===== src/rtl/irom_arbiter.sv =====
// irom_arbiter: two-port read arbiter in front of a single combinational
// instruction ROM. Port 0 is instruction fetch, port 1 is data/debug.
// Grants are combinational, responses come back exactly one cycle later.
module irom_arbiter #(
  parameter int DATAWIDTH = 32,
  parameter int ADDRWIDTH = 14
) (
  input  logic                 clk,
  input  logic                 rst_n,
  input  logic                 req0,
  input  logic                 req1,
  input  logic [DATAWIDTH-1:0] addr0,
  input  logic [DATAWIDTH-1:0] addr1,
  output logic                 gnt0,
  output logic                 gnt1,
  output logic                 rvalid0,
  output logic                 rvalid1,
  output logic [DATAWIDTH-1:0] rdata0,
  output logic [DATAWIDTH-1:0] rdata1,
  output logic                 rerr0,
  output logic                 rerr1,
  output logic                 rom_ena,
  output logic [ADDRWIDTH-1:0] rom_addr,
  input  logic [DATAWIDTH-1:0] rom_dout
);

  // last_gnt = 1 means port 1 was granted most recently
  logic                 last_gnt;
  logic [DATAWIDTH-1:0] sel_addr;
  logic                 sel_err;
  logic [DATAWIDTH-1:0] resp_data;

  // Round-robin grant; nothing is granted while reset is held low
  always_comb begin
    gnt0 = 1'b0;
    gnt1 = 1'b0;
    if (rst_n) begin
      if (req0 && req1) begin
        gnt0 = last_gnt;
        gnt1 = !last_gnt;
      end else begin
        gnt0 = req0;
        gnt1 = req1;
      end
    end
  end

  // Steer the winning address to the ROM and classify it as good or errored
  always_comb begin
    sel_addr  = gnt1 ? addr1 : addr0;
    rom_ena   = gnt0 | gnt1;
    rom_addr  = rom_ena ? sel_addr[ADDRWIDTH+1:2] : '0;
    sel_err   = (sel_addr[1:0] != 2'b00) ||
                (sel_addr[DATAWIDTH-1:ADDRWIDTH+2] != '0);
    resp_data = sel_err ? '0 : rom_dout;
  end

  // Last-grant pointer only moves on a cycle that actually grants
  always_ff @(posedge clk or negedge rst_n) begin
    if (!rst_n) begin
      last_gnt <= 1'b1;
    end else if (gnt0 || gnt1) begin
      last_gnt <= gnt1;
    end
  end

  // Port 0 response register: one-cycle pulse, data held between responses
  always_ff @(posedge clk or negedge rst_n) begin
    if (!rst_n) begin
      rvalid0 <= 1'b0;
      rerr0   <= 1'b0;
      rdata0  <= '0;
    end else begin
      rvalid0 <= gnt0;
      rerr0   <= gnt0 & sel_err;
      if (gnt0) begin
        rdata0 <= resp_data;
      end
    end
  end

  // Port 1 response register: one-cycle pulse, data held between responses
  always_ff @(posedge clk or negedge rst_n) begin
    if (!rst_n) begin
      rvalid1 <= 1'b0;
      rerr1   <= 1'b0;
      rdata1  <= '0;
    end else begin
      rvalid1 <= gnt1;
      rerr1   <= gnt1 & sel_err;
      if (gnt1) begin
        rdata1 <= resp_data;
      end
    end
  end

endmodule


===== config.mk =====
export PLATFORM = sky130hd
export DESIGN_NAME = irom_arbiter
export DESIGN_NICKNAME = d
export VERILOG_FILES = /design/src/rtl/irom_arbiter.sv
export SDC_FILE = /design/constraint.sdc
export NUM_CORES = 1
export LEC_CHECK = 0
export ABC_AREA = 1
export BUFFER_PORTS_ARGS = -buffer_cell sky130_fd_sc_hd__buf_4
export CORE_MARGIN = 10
export CORE_UTILIZATION = 45
export DETAILED_ROUTE_END_ITERATION = 6
export HOLD_SLACK_MARGIN = 0.15
export PLACE_DENSITY = 0.83
export SLEW_MARGIN = 20
export SYNTH_ARGS = -nofsm -noshare
export SYNTH_HDL_FRONTEND = slang
export SYNTH_SLANG_ARGS = --single-unit

===== constraint.sdc =====
create_clock -name clk -period 2.57 [get_ports clk]
set_input_delay 0 -clock clk [delete_from_list [all_inputs] [get_ports clk]]
set_output_delay 0 -clock clk [all_outputs]
set_load 0.02 [all_outputs]

; Word-level counts from Yosys, hierarchy flattened
; Cells that the tools add are included.
[totals]
reg_bits = 69
inputBits = 100
output_inout_bits = 85
elab_cells = 23
[op_classes]
n_mux = 7
bitwise = 3
reduce_logical = 6
[op_table]
columns = cell, count
row1 = two-way mux 32 bit, 2
row2 = nonzero test 16 bit, 1
row3 = two-way mux 14 bit, 1
row4 = two-way mux 1 bit, 4
row5 = AND 1 bit, 2
row6 = logical OR 1 bit, 2
row7 = nonzero test 2 bit, 1
row8 = logical AND 1 bit, 1
row9 = zero test 1 bit, 1
row10 = OR 1 bit, 1

; Logic depth before layout (Yosys ltp)
[depth]
word_depth = 7
depth_mapped = 10
ltp_nobuf = 8

; Least setup slack after synthesis
; Ideal clock, no wire load.
[synth_path]
path_kind = register to output
from = reg last_gnt
to = out rom_addr[10]
t_arrival_ns = 1.453
required_ns = 2.570
setup_slack_ns = 1.117
path_stages_with_launch = 8
path_buffers = 2
path_cell_list = dfstp_2 -> inv_1 -> nand2_1 -> and3_1 -> buf_2 -> nor2_2 -> buf_2 -> a21oi_1
[synth_via]
elab_chain_cells = 5
word_cells_on_any_way = 8
classes_between = mux: 6 / bitwise: 1 / reduce/logical: 1
[synth_rtl]
columns = item, line
row1 = from (decl), 28  ; logic last_gnt;
row2 = from (signal assigned), 63  ; last_gnt <= gnt1;
row3 = zero test 1 bit, 40  ; gnt1 = !last_gnt;
row4 = two-way mux 1 bit, 38  ; if (req0 && req1) begin
row5 = two-way mux 1 bit, 37  ; if (rst_n) begin
row6 = two-way mux 32 bit or OR 1 bit (tied branches), "50, 51"
row7 = two-way mux 14 bit *, 52  ; rom_addr = rom_ena ? sel_addr[ADDRWIDTH+1:2] : '0;
row8 = to (decl), 23  ; output logic [ADDRWIDTH-1:0] rom_addr,
; Every way passes the cells marked *; elsewhere a longest branch is shown, timed or not.

; Worst setup path in the final report
[layout_path]
from = reg last_gnt
to = out rom_addr[2]
; The elaborated chain is that of the path after synthesis.

==> out/results.ini <==
[timing]
relSlewSlack = 0.533
setup_viol = 0
post-route-min-period_ps = 2170
fmax_ghz = 0.460
fin_skew_ps = 5.39
hold_viol = 0
fin_setup_tns_ps = 0
drv_slew = 0
timing.final.crit_share = 0.845
worst_pin_slew_ps = 700
rsz0062_at_grt = no

[worst_setup_path]
cp.arrival_ps = 2170
r2r-end = rdata0[25]
endpoint = rom_addr[2]
worst_setup_path_start_kind = register
rr_startpoint = last_gnt
worst_setup_path_end_kind = primary output
critPathMaxFanout = 31
rr_worst_depth = 8
setup.worst_path.start = last_gnt
crit_required_ps = 2570
crit_type = register to primary output
r2r_slack_ps = 840

[routing]
wirelength_mm = 11.4
drtIter0Drc = 152
wl_per_cell_um = 17.0
drc_errors = 0
vias = 3350
ant_nets = 0
via_per_inst = 5.00
drt_pre_antenna_iters = 5

[global_routing]
grt_pass1_vias = 3381
grt_usage = 0.216
grt_max_degree = 67
grt_pass1_wl_mm = 17.6
antenna_found_initial = 0
grt.overflow.total = 0

[logic_synthesis]
synth_top_family_by_area = simple AND/OR/NAND/NOR gates
yosys.area_share.adder = 0
yosysWarnings = 0
synthCells = 377
synth.avg_cell_area_um2 = 8.11
yosys-mux-area-fraction = 0
yosysSeqAreaShare = 0.565
synth-compound-area-share = 0.0246
yosys.area_share.simple = 0.356
syn_nets = 477
synth_cell_types = 16
ys_seq_elements = 69
synthXorXnorAreaFrac = 0
synth_area_mm2 = 0.00306

[clock_tree]
insertion_delay_ps = 340
clk_path_buf_depth = 2
cts_buffers = 9
cts_num_sinks = 69
postCtsSetupRepairBufs = 0
root_buffer = clkbuf_8
cts_tree = built
clkTransAtPathRegs_ps = 70
htreeDepth = 3

[die]
core-area_mm2 = 0.00646
ios = 185
fp.dieH_um = 102
die_w_um = 102
start_util = 0.473
die_area_mm2 = 0.0105
rows = 29

[placed_design]
dp_hpwl_mm = 8.12
gp_congestion = 0.830
port_buffers = 184
dp.cells = 620
place_area_mm2 = 0.00446

[power]
power_mw = 2.29
peakVddDrop_mv = 0.353
power.density_mw_per_mm2 = 460
leakage_nw = 2.87

[cells_and_area]
stdcell_area_mm2 = 0.00498
fin_nets = 688
layout-drive-gt1-share = 0.359
stdcell_count = 670
num_antenna_cells = 0
area_growth_pct = 62.9
layout.core_utilization = 0.771

[job]
drv_cap = 0

[run_status]
status = complete, no violations

[min_path]
hp-class = primary input to asynchronous set/reset pin

critical path: stages (launching register included):
cell,delay (ps)
dfstp_2,530
nand2_1,80
nand3_2,280
buf_4,390
nand2_1,80
a21oi_1,250
buf_4,200
cells in the final DEF, fill, tap and decap left out:
master	Yosys	final
inv_1	2	2
nand3_2	0	1
nand2_1	168	167
dlygate4sd3_1	0	34
buf_4	0	190
nor2_1	24	24
and3_1	1	1
clkbuf_8	0	11
nand3_1	67	66
nor2_2	2	1
nor2_4	0	1
clkinv_2	0	3
buf_12	0	1
o21ai_0	1	1
dfstp_2	1	1
inv_2	2	2
clkinvlp_4	0	1
clkbuf_1	4	1
nand2_2	0	1
or2_0	1	1
a21oi_1	14	14
dfrtp_1	68	68
or2_1	1	1
through the flow:
step           hold slack (ps)  setup slack (ps)
2_1_floorplan             -296              1120
3_3_place_gp              -133               801
3_5_place_dp              -129               758
4_1_cts                    185               374
5_1_grt                    204               279
6_report                   202               398
worst min path at each step:
stage	endpoint	slack, ps	cells past startpoint
after floorplan	rdata0[0]	-300	0
after global placement	rdata1[31]	-130	1
after detailed placement	rdata1[31]	-130	1
after CTS	last_gnt	190	2
after global routing	last_gnt	200	2
final	last_gnt	200	2
cell type report:
cell class | count | area, um2
Sequential cell | 69 | 1730
Timing Repair Buffer | 225 | 1790
Fill cell | 468 | 1480
Clock inverter | 4 | 22.5
Inverter | 4 | 15.0
Tap cell | 77 | 96.3
Multi-Input combinational cell | 279 | 1170
Clock buffer | 12 | 155
metal layers:
layer  vias to the layer above  GRT usage  part of all wire
met5                         -          0                 0
met4                         0     0.0412            0.0067
met3                        13     0.0810             0.091
met2                       141      0.387              0.54
met1                      1579      0.239              0.37
li1                       1617          -                 -
state kept, by name, summed over array words and instances (netlist names):
register  count
rerr0         1
last_gnt      1
rdata1       32
rvalid0       1
rdata0       32
rerr1         1
rvalid1       1
Yosys cell counts:
| master | instances | area (um2) |
|---|---|---|
| inv_1 | 2 | 7.51 |
| a21oi_1 | 14 | 70.1 |
| inv_2 | 2 | 7.51 |
| nor2_2 | 2 | 12.5 |
| nand3_1 | 67 | 335 |
| and3_1 | 1 | 6.26 |
| o21ai_0 | 1 | 5.00 |
| or2_0 | 1 | 6.26 |
| clkbuf_1 | 4 | 15.0 |
| buf_6 | 5 | 56.3 |
| nor2_1 | 24 | 90.1 |
| dfrtp_1 | 68 | 1700 |
| or2_1 | 1 | 6.26 |
| nand2_1 | 168 | 631 |
| buf_2 | 16 | 80.1 |
| dfstp_2 | 1 | 26.3 |
power breakdown:
| part | total, mW | internal (mW) | switching [mW] |
|---|---|---|---|
| clock | 0.801 | 0.398 | 0.402 |
| sequential | 1.10 | 1.09 | 0.00314 |
| combinational | 0.389 | 0.191 | 0.199 |
| total | 2.29 | 1.68 | 0.604 |
cells by family after synthesis:
family / after synthesis
simple gates: 264
flops: 69
buf+inv: 29
compound gates: 15
what timing repair did:
action,in CTS,in global routing
resized for setup,0,0
hold endpoints to repair,133,0
hold buffers,34,0
Note: power is estimated with default switching activity, not from simulation.
